--- config.mk ---
export PLATFORM = sky130hd
export DESIGN_NAME = button_conditioner_flat
export DESIGN_NICKNAME = d
export VERILOG_FILES = /design/src/rtl/button_conditioner_if.sv /design/src/rtl/button_conditioner.sv /design/src/flat_wrapper.sv
export SDC_FILE = /design/constraint.sdc
export NUM_CORES = 1
export LEC_CHECK = 0
export ABC_CLOCK_PERIOD_IN_PS = 8200
export CELL_PAD_IN_SITES_DETAIL_PLACEMENT = 1
export CELL_PAD_IN_SITES_GLOBAL_PLACEMENT = 2
export CORE_MARGIN = 5
export CORE_UTILIZATION = 37
export DETAILED_ROUTE_END_ITERATION = 8
export GPL_ROUTABILITY_DRIVEN = 1
export PLACE_DENSITY = 0.83
export SYNTH_ARGS = -nofsm -noshare
export SYNTH_HDL_FRONTEND = slang
export SYNTH_SLANG_ARGS = --single-unit
--- constraint.sdc ---
create_clock -name MCLK -period 8.2 [get_ports MCLK]
set_clock_uncertainty 0.1 [all_clocks]
set_input_delay 1.23 -clock MCLK [delete_from_list [all_inputs] [get_ports MCLK]]
set_output_delay 1.23 -clock MCLK [all_outputs]
set_load 0.01 [all_outputs]
--- src/rtl/button_conditioner_if.sv ---
// rtl/button_conditioner_if.sv - push-button conditioner signal bundle
interface button_conditioner_if #(
    parameter int NBTN = 5
);
    logic [NBTN-1:0] btn_raw;
    logic [NBTN-1:0] btn_level;
    logic [NBTN-1:0] btn_press;
    logic [NBTN-1:0] btn_release;
    logic [NBTN-1:0] btn_repeat;
    logic            btn_any_press;

    // board side: drives raw pins, consumes conditioned events
    modport master (
        output btn_raw,
        input  btn_level,
        input  btn_press,
        input  btn_release,
        input  btn_repeat,
        input  btn_any_press
    );

    // conditioner side
    modport slave (
        input  btn_raw,
        output btn_level,
        output btn_press,
        output btn_release,
        output btn_repeat,
        output btn_any_press
    );
endinterface

--- src/rtl/button_conditioner.sv ---
// rtl/button_conditioner.sv - per-button synchroniser, debouncer, edge and auto-repeat generator
module button_conditioner #(
    parameter int NBTN          = 5,
    parameter int DEB_CYCLES    = 250000,
    parameter int LONG_CYCLES   = 25000000,
    parameter int REPEAT_CYCLES = 5000000
) (
    input  logic                 MCLK,
    input  logic                 RESET,
    button_conditioner_if.slave  btn_if
);
    localparam int DEB_W    = $clog2(DEB_CYCLES) + 1;
    localparam int HOLD_MAX = (LONG_CYCLES > REPEAT_CYCLES) ? LONG_CYCLES : REPEAT_CYCLES;
    localparam int HOLD_W   = $clog2(HOLD_MAX) + 1;

    localparam logic [DEB_W-1:0]  DEB_LAST  = DEB_W'(DEB_CYCLES - 1);
    localparam logic [HOLD_W-1:0] LONG_LAST = HOLD_W'(LONG_CYCLES - 1);
    localparam logic [HOLD_W-1:0] REP_LAST  = HOLD_W'(REPEAT_CYCLES - 1);

    typedef enum logic [1:0] {
        ST_IDLE,
        ST_WAIT_LONG,
        ST_REPEATING
    } rpt_state_t;

    logic [NBTN-1:0] w_level;
    logic [NBTN-1:0] w_press;
    logic [NBTN-1:0] w_release;
    logic [NBTN-1:0] w_repeat;
    logic [NBTN-1:0] w_press_evt;
    logic            r_any_press;

    genvar g;
    generate
        for (g = 0; g < NBTN; g++) begin : g_lane
            logic              r_sync1;
            logic              r_sync2;
            logic              r_stable;
            logic [DEB_W-1:0]  r_deb_cnt;
            logic              r_press;
            logic              r_release;
            logic              r_repeat;
            rpt_state_t        r_state;
            rpt_state_t        w_state_next;
            logic [HOLD_W-1:0] r_hold_cnt;
            logic [HOLD_W-1:0] w_hold_next;
            logic              w_repeat_next;
            logic              w_flip;
            logic              w_stable_next;
            logic              w_lane_press;
            logic              w_lane_release;

            // the level flips only after DEB_CYCLES consecutive disagreeing samples
            assign w_flip         = (r_sync2 != r_stable) && (r_deb_cnt == DEB_LAST);
            assign w_stable_next  = w_flip ? r_sync2 : r_stable;
            assign w_lane_press   = w_flip &  r_sync2;
            assign w_lane_release = w_flip & ~r_sync2;

            // synchroniser, debounce counter, stable level and edge pulses
            always_ff @(posedge MCLK or posedge RESET) begin
                if (RESET) begin
                    r_sync1   <= 1'b0;
                    r_sync2   <= 1'b0;
                    r_stable  <= 1'b0;
                    r_deb_cnt <= '0;
                    r_press   <= 1'b0;
                    r_release <= 1'b0;
                end else begin
                    r_sync1   <= btn_if.btn_raw[g];
                    r_sync2   <= r_sync1;
                    r_press   <= w_lane_press;
                    r_release <= w_lane_release;
                    if (r_sync2 == r_stable) begin
                        r_deb_cnt <= '0;
                    end else if (w_flip) begin
                        r_stable  <= r_sync2;
                        r_deb_cnt <= '0;
                    end else begin
                        r_deb_cnt <= r_deb_cnt + DEB_W'(1);
                    end
                end
            end

            // auto-repeat next state; a falling level wins over any due repeat
            always_comb begin
                w_state_next  = r_state;
                w_hold_next   = r_hold_cnt;
                w_repeat_next = 1'b0;
                if (!w_stable_next) begin
                    w_state_next = ST_IDLE;
                    w_hold_next  = '0;
                end else begin
                    case (r_state)
                        ST_IDLE: begin
                            if (w_lane_press) begin
                                w_state_next = ST_WAIT_LONG;
                                w_hold_next  = '0;
                            end
                        end
                        ST_WAIT_LONG: begin
                            if (r_hold_cnt == LONG_LAST) begin
                                w_repeat_next = 1'b1;
                                w_hold_next   = '0;
                                w_state_next  = ST_REPEATING;
                            end else begin
                                w_hold_next = r_hold_cnt + HOLD_W'(1);
                            end
                        end
                        ST_REPEATING: begin
                            if (r_hold_cnt == REP_LAST) begin
                                w_repeat_next = 1'b1;
                                w_hold_next   = '0;
                            end else begin
                                w_hold_next = r_hold_cnt + HOLD_W'(1);
                            end
                        end
                        default: begin
                            w_state_next = ST_IDLE;
                            w_hold_next  = '0;
                        end
                    endcase
                end
            end

            // auto-repeat state, hold counter and registered repeat pulse
            always_ff @(posedge MCLK or posedge RESET) begin
                if (RESET) begin
                    r_state    <= ST_IDLE;
                    r_hold_cnt <= '0;
                    r_repeat   <= 1'b0;
                end else begin
                    r_state    <= w_state_next;
                    r_hold_cnt <= w_hold_next;
                    r_repeat   <= w_repeat_next;
                end
            end

            assign w_level[g]     = r_stable;
            assign w_press[g]     = r_press;
            assign w_release[g]   = r_release;
            assign w_repeat[g]    = r_repeat;
            assign w_press_evt[g] = w_lane_press;
        end
    endgenerate

    // any-press is registered from the same events so it lines up with btn_press
    always_ff @(posedge MCLK or posedge RESET) begin
        if (RESET) begin
            r_any_press <= 1'b0;
        end else begin
            r_any_press <= |w_press_evt;
        end
    end

    assign btn_if.btn_level     = w_level;
    assign btn_if.btn_press     = w_press;
    assign btn_if.btn_release   = w_release;
    assign btn_if.btn_repeat    = w_repeat;
    assign btn_if.btn_any_press = r_any_press;
endmodule

--- src/flat_wrapper.sv ---
// flat-port wrapper written by rule: the top's interface ports become plain ports
module button_conditioner_flat 
#(
    parameter int NBTN          = 5,
    parameter int DEB_CYCLES    = 250000,
    parameter int LONG_CYCLES   = 25000000,
    parameter int REPEAT_CYCLES = 5000000
)
  (MCLK, RESET, btn_if_btn_raw, btn_if_btn_level, btn_if_btn_press, btn_if_btn_release, btn_if_btn_repeat, btn_if_btn_any_press);
  button_conditioner_if #(.NBTN(NBTN)) btn_if_i ();
  input  logic MCLK;
  input  logic RESET;
  input wire logic [$bits(btn_if_i.btn_raw)-1:0] btn_if_btn_raw;
  output wire logic [$bits(btn_if_i.btn_level)-1:0] btn_if_btn_level;
  output wire logic [$bits(btn_if_i.btn_press)-1:0] btn_if_btn_press;
  output wire logic [$bits(btn_if_i.btn_release)-1:0] btn_if_btn_release;
  output wire logic [$bits(btn_if_i.btn_repeat)-1:0] btn_if_btn_repeat;
  output wire logic [$bits(btn_if_i.btn_any_press)-1:0] btn_if_btn_any_press;
  assign btn_if_i.btn_raw = btn_if_btn_raw;
  assign btn_if_btn_level = btn_if_i.btn_level;
  assign btn_if_btn_press = btn_if_i.btn_press;
  assign btn_if_btn_release = btn_if_i.btn_release;
  assign btn_if_btn_repeat = btn_if_i.btn_repeat;
  assign btn_if_btn_any_press = btn_if_i.btn_any_press;
  button_conditioner #(.NBTN(NBTN), .DEB_CYCLES(DEB_CYCLES), .LONG_CYCLES(LONG_CYCLES), .REPEAT_CYCLES(REPEAT_CYCLES)) u_core (.MCLK(MCLK), .RESET(RESET), .btn_if(btn_if_i));
endmodule
==> impl_metrics.toml, run 1 <==
[outcome]
status = "complete, no violations"

[place]
place_congestion = 0.7705
io_buffer_count = 27
place_ws_ps = 4434
postPlaceCellArea_mm2 = 0.01510
hpwlAfterDp_um = 23920

[timing]
tightest_slew_ps = 1101
max_freq_mhz = 305.4
hold_ws_ps = 244.4
setup_viol = 0
relSlewSlack_pct = 26.31
final_hold_viol_count = 0
rsz0062_at_grt = "false"
fin_crit_ps = 3274
setup_slack_ps = 4926
tns_ps = 0
slew_violations = 0
final.period_utilization_pct = 39.93

[floorplanning]
rows = 72
fp.dieH_um = 207.4
die_x_um = 207.4
coreArea_mm2 = 0.03856
io_pins = 28
start_util_pct = 37.39
die_area_mm2 = 0.04301

[critical_path]
worstSetupStartpointType = "flip-flop"
arrival_ps = 3610
cp-end-kind = "flip-flop"
worstSetupPathType = "reg -> reg"
rr_worst_depth = 6
path_max_fanout = 17
required_ps = 8540
reg2reg_from = "u_core.g_lane[4].r_deb_cnt[5]"
r2r-end = "u_core.g_lane[4].r_hold_cnt[9]"
r2r_slack_ps = 4930

[synth]
synth-seq-cells = 266
netlist_area_mm2 = 0.01442
syn_nets = 1576
synth_area_per_cell_um2 = 9.391
ys_types = 74
yosysWarnings = 0
synth-seq-area-share_pct = 46.18
async_flop_share_pct = 100.0
dominantRegCellSynth = "dfrtp_1"
synth_edf_count = 0
synthCells = 1535

[finish]
diodes = 0
nNetsFinal = 1579
layout.filler_cells = 4443
fin_area_mm2 = 0.01614
layout_commonest_cell = "dfrtp_1"
drive_above_1_share_pct = 5.634
final_cell_mix = "dfrtp_1 (266), nor2_1 (202), nand2_1 (136)"
area_growth_pct = 11.98

[routing]
wl_um = 35580
wl_per_cell_um = 17.10
vias_per_cell = 5.593
firstDrtPassIters = 4
first_iter_violations = 548
antenna_left = 0
drt_drc_violations_left = 0
vias = 11630

[clocking]
postCtsHoldBufs = 0
h-tree-depth = 1
cts_sinks = 266
cts_buffers = 31
ctsResizeCount = 0
cts_root_buffer = "clkbuf_16"
clk_path_buf_depth = 3
cts_tree = "built"
clk_pin_slew_ps = 60
post_cts_buffers = 0
clk_latency_ps = 570

[power]
peakVddDrop_mv = 0.1642
seqPwrFrac_pct = 47.4
p_int_uw = 2190
power_leakage_uw = 0.006849
swShare_pct = 22.01
power_density_mw_per_mm2 = 174.0
p_clk_share_pct = 50.9
p_sw_uw = 618.1
combinationalPowerShare_pct = 1.8

[global_routing]
grt_pass1_wl_um = 61250
grt_pass1_vias = 12320
overflow = 0
grt_max_degree = 135
grtUsageTotal_pct = 16.29
grt_antenna_before_repair = 0

[run]
maxCapViolations = 0

[min_path]
whs_path_depth = 0
hp-start = "u_core.g_lane[2].r_sync1"
hold_path.class = "reg -> reg"
hold_path_end = "u_core.g_lane[2].r_sync2"
==> worst max-delay path: stages, from the launching register on <==
cell and delay, ps:
dfrtp_1 420, nor4_1 410, nand4_1 220, nor3_1 380, a2bb2oi_2 720, nand2_1 460, o311ai_0 430
==> registers in the layout, summed over array words and instances (netlist names) <==
signal,count
u_core.g_lane.r_deb_cnt,95
u_core.g_lane.r_sync2,5
u_core.g_lane.r_sync1,5
u_core.btn_if.btn_any_press,1
u_core.g_lane.r_stable,5
u_core.g_lane.r_press,5
u_core.g_lane.r_state,10
u_core.g_lane.r_release,5
u_core.g_lane.r_hold_cnt,130
u_core.g_lane.r_repeat,5
==> kinds of logic after synthesis <==
family	after synthesis	synth area share (%)
xor+xnor	104	6.319
buf+inv	111	3.567
simple gates	745	26.84
fa+ha+maj	34	2.951
mux	8	0.5989
compound gates	267	13.55
flops	266	46.18
==> synth_stat cells (all sizes together) (3+ instances only) <==
| master | n | share of area [%] |
|---|---|---|
| and4 | 28 | 1.7 |
| o41ai | 7 | 0.48 |
| a21oi | 25 | 0.87 |
| o22ai | 5 | 0.26 |
| ha | 34 | 3.0 |
| o311a | 4 | 0.28 |
| nand2 | 136 | 3.5 |
| o31ai | 7 | 0.36 |
| nor2b | 27 | 1.2 |
| o21ai | 76 | 2.6 |
| and3b | 3 | 0.18 |
| mux2 | 5 | 0.39 |
| o2bb2ai | 4 | 0.24 |
| nor4b | 10 | 0.61 |
| nor3 | 40 | 1.4 |
| nor3b | 14 | 0.73 |
| nand3 | 78 | 2.7 |
| or2 | 9 | 0.39 |
| nand2b | 6 | 0.26 |
| a22o | 62 | 3.8 |
| a221o | 8 | 0.56 |
| o21a | 3 | 0.16 |
| nor4 | 30 | 1.3 |
| buf | 34 | 1.6 |
| nor4bb | 5 | 0.35 |
| or4 | 17 | 0.91 |
| o2bb2a | 6 | 0.42 |
| or3 | 11 | 0.48 |
| nor2 | 203 | 5.3 |
| o311ai | 9 | 0.55 |
| mux2i | 3 | 0.21 |
| a2bb2o | 3 | 0.21 |
| nand4b | 3 | 0.18 |
| o211ai | 4 | 0.21 |
| dfrtp | 266 | 46 |
| xnor2 | 54 | 3.3 |
| o22a | 5 | 0.31 |
| clkbuf | 35 | 0.91 |
| a21o | 23 | 1.2 |
| nand4 | 57 | 2.5 |
| inv | 42 | 1.1 |
| and3 | 41 | 1.8 |
| and2 | 19 | 0.82 |
| xor2 | 50 | 3.0 |
| a31oi | 3 | 0.13 |
==> layer usage <==
layer / part of all wire [%] / global-route usage, % / wire length [µm] / vias up
met2: 49 / 28.54 / 17410 / 96
li1: - / - / - / 5548
met5: 0 / 0 / 0 / -
met1: 46 / 21.33 / 16450 / 5933
met3: 2.6 / 2.010 / 933 / 56
met4: 2.2 / 4.514 / 785 / 0
==> power by group through the flow <==
stage | sequential (µW) | clock [µW] | combinational, µW
finish | 1330 | 1430 | 49.3
global route | 1330 | 1530 | 59.1
CTS | 1330 | 1480 | 53.1
detailed placement | 1350 | 0 | 52.9
global placement | 1350 | 0 | 52.1
floorplan | 1350 | 0 | 35.3
==> final cells by class <==
type	count	area, µm²	share of cell area, %
Clock inverter	14	185.2	1.147
Multi-Input combinational cell	1158	7257	44.96
Sequential cell	266	6656	41.24
Timing Repair Buffer	39	372.9	2.310
Clock buffer	43	860.8	5.333
Inverter	42	161.4	0.9999
Tap cell	518	648.1	4.015
==> how the worst max path moves through the flow <==
stage	cells past startpoint	slack [ps]	startpoint	endpoint
CTS	6	4910	u_core.g_lane[4].r_deb_cnt[5]	u_core.g_lane[4].r_hold_cnt[21]
global route	6	4600	u_core.g_lane[4].r_deb_cnt[5]	u_core.g_lane[4].r_hold_cnt[20]
floorplan	1	3360	RESET	u_core.btn_if.btn_any_press
finish	6	4930	u_core.g_lane[4].r_deb_cnt[5]	u_core.g_lane[4].r_hold_cnt[9]
global placement	4	4440	RESET	u_core.g_lane[1].r_hold_cnt[3]
detailed placement	4	4430	RESET	u_core.g_lane[4].r_hold_cnt[14]
==> through the flow <==
step                      power [µW]  std cells  util [%]
after global routing            2917       2080     41.86
after detailed placement        1406       2023     39.15
after CTS                       2859       2080     41.86
final                           2808       2080     41.86
after global placement          1405       2023     39.15
after floorplan                 1387       1535         -
No activity file was read; power rests on OpenSTA's default activity.
==> run 2, diff against run 1 <==
Settings changed: ABC_CLOCK_PERIOD_IN_PS 8200 to 3050, CORE_UTILIZATION 37 to 41, PLACE_DENSITY 0.83 to 0.87.
Clock period 8.2 ns to 3.05 ns, I/O delays scaled along.
==> run 2 against run 1 <==
Compared with the run above: via count increased by 0.94%; power grew to 2.8 times the previous value; setup slack got worse by 4600 ps; critical path type unchanged; largest cell class unchanged; largest power group unchanged.
==> impl_metrics.toml, run 2 (synthesized netlist as in run 1, its figures left out) <==
[min_path]
hold_path.class = "in -> async"

[power]
power_density_mw_per_mm2 = 482.4
power_leakage_uw = 0.007027
p_clk_share_pct = 52.9
p_sw_uw = 1684
swShare_pct = 21.34
seqPwrFrac_pct = 45.3
peakVddDrop_mv = 0.3619
combinationalPowerShare_pct = 1.7
p_int_uw = 6207
power_uw = 7891

[critical_path]
r2r-end = "u_core.g_lane[1].r_hold_cnt[10]"
arrival_ps = 3030
worstSetupPathType = "reg -> reg"
path_max_fanout = 6
rr_worst_depth = 7
r2r_slack_ps = 370
reg2reg_from = "u_core.g_lane[1].r_deb_cnt[0]"
required_ps = 3400
worstSetupStartpointType = "flip-flop"
critical_path.startpoint = "u_core.g_lane[1].r_deb_cnt[0]"
critical_path.endpoint = "u_core.g_lane[1].r_hold_cnt[10]"
cp-end-kind = "flip-flop"

[floorplanning]
rows = 68
io_pins = 28
start_util_pct = 41.63
die_area_mm2 = 0.03901
fp.dieH_um = 197.5
die_x_um = 197.5
coreArea_mm2 = 0.03463

[place]
io_buffer_count = 27
hpwlAfterDp_um = 24450
place_congestion = 0.7914
place_inst = 1979
postPlaceCellArea_mm2 = 0.01517

[finish]
fin_area_mm2 = 0.01636
largest_reg_flops = 130
nNetsFinal = 1601
drive_above_1_share_pct = 7.323
seqCellArea_mm2 = 0.006656
top_regs = "u_core.g_lane.r_hold_cnt x130, u_core.g_lane.r_deb_cnt x95, u_core.g_lane.r_state x10"
area_growth_pct = 13.47
final_cells = 2039
multi_input_area_mm2 = 0.007272
final_cell_mix = "dfrtp_1 (266), nor2_1 (199), nand2_1 (136)"
layout_commonest_cell = "dfrtp_1"
diodes = 0
layout.filler_cells = 3887
largest-register = "u_core.g_lane.r_hold_cnt"
utilization_pct = 47.24

[routing]
firstDrtPassIters = 4
first_iter_violations = 555
drt_drc_violations_left = 0
wl_per_cell_um = 17.95
vias = 11740
antenna_left = 0
wl_um = 36600
vias_per_cell = 5.759

[timing]
setup_viol = 0
hold_ws_ps = 120.3
final_hold_viol_count = 0
slew_violations = 0
relSlewSlack_pct = 50.00
fin_crit_ps = 2683
final.period_utilization_pct = 87.97
tightest_slew_ps = 749.2
max_freq_mhz = 372.7
rsz0062_at_grt = "false"

[clocking]
cts_root_buffer = "clkbuf_16"
clk_latency_ps = 530
clk_path_buf_depth = 3
postCtsHoldBufs = 0
clk_pin_slew_ps = 60
cts_sinks = 266
cts_buffers = 34
h-tree-depth = 2
cts_tree = "built"

[global_routing]
overflow = 0
grt_antenna_before_repair = 0
grtUsageTotal_pct = 19.06
grt_pass1_vias = 12370
grt_pass1_wl_um = 62900
grt_max_degree = 121

[outcome]
status = "complete, no violations"

[run]
maxCapViolations = 0
[run 2: power groups by stage]
stage / clock network [µW] / registers (µW) / logic (µW)
detailed placement: 0 / 3640 / 144
CTS: 4300 / 3580 / 145
finish: 4180 / 3580 / 136
floorplan: 0 / 3630 / 94.9
global route: 4450 / 3580 / 163
global placement: 0 / 3640 / 141
[run 2: cell type report]
| class | instances | area share (%) |
|---|---|---|
| multi-input cells | 1158 | 44.46 |
| flip-flops and latches | 266 | 40.69 |
| clock buffers | 50 | 6.387 |
| well taps | 455 | 3.480 |
| repair buffers | 58 | 3.228 |
| inverters | 42 | 0.9868 |
| clock inverters | 10 | 0.7649 |
[run 2: layer usage]
metal | vias to the layer above | global-route usage (%) | part of all wire, %
li1 | 5602 | - | -
met1 | 5995 | 25.54 | 47
met2 | 110 | 32.64 | 49
met3 | 35 | 3.241 | 2.6
met4 | 0 | 4.157 | 1.4
met5 | - | 0 | 0
[run 2: how the worst min path moves through the flow]
stage	start	end	slack (ps)	depth (start not counted)
3_5_place_dp	u_core.g_lane[0].r_sync1	u_core.g_lane[0].r_sync2	240	0
3_3_place_gp	u_core.g_lane[3].r_sync1	u_core.g_lane[3].r_sync2	240	0
4_1_cts	RESET	u_core.g_lane[2].r_state[0]	90	2
2_1_floorplan	u_core.g_lane[0].r_sync1	u_core.g_lane[0].r_sync2	230	0
5_1_grt	RESET	u_core.btn_if.btn_any_press	110	2
6_report	RESET	u_core.g_lane[2].r_state[0]	120	2
[run 2: through the flow]
| step | TNS, ps | worst slack (ps) |
|---|---|---|
| finish | 0 | 367.0 |
| global route | 0 | 136.0 |
| CTS | 0 | 94.15 |
| detailed placement | 0 | 129.3 |
| global placement | 0 | 154.3 |
| floorplan | -271050 | -1019 |
[run 2: worst max-delay path, stage by stage, from the launching register on]
cell and delay, ps:
dfrtp_1 390, ha_1 190, and3_1 250, nand4_1 200, or3_1 460, a2bb2o_1 360
nor2_1 400, a22o_1 240
[run 2: repair_timing]
item | 4_1_cts | 5_1_grt
buffers inserted | 0 | 0
setup endpoints to repair | 0 | 30
resized for setup | 0 | 4
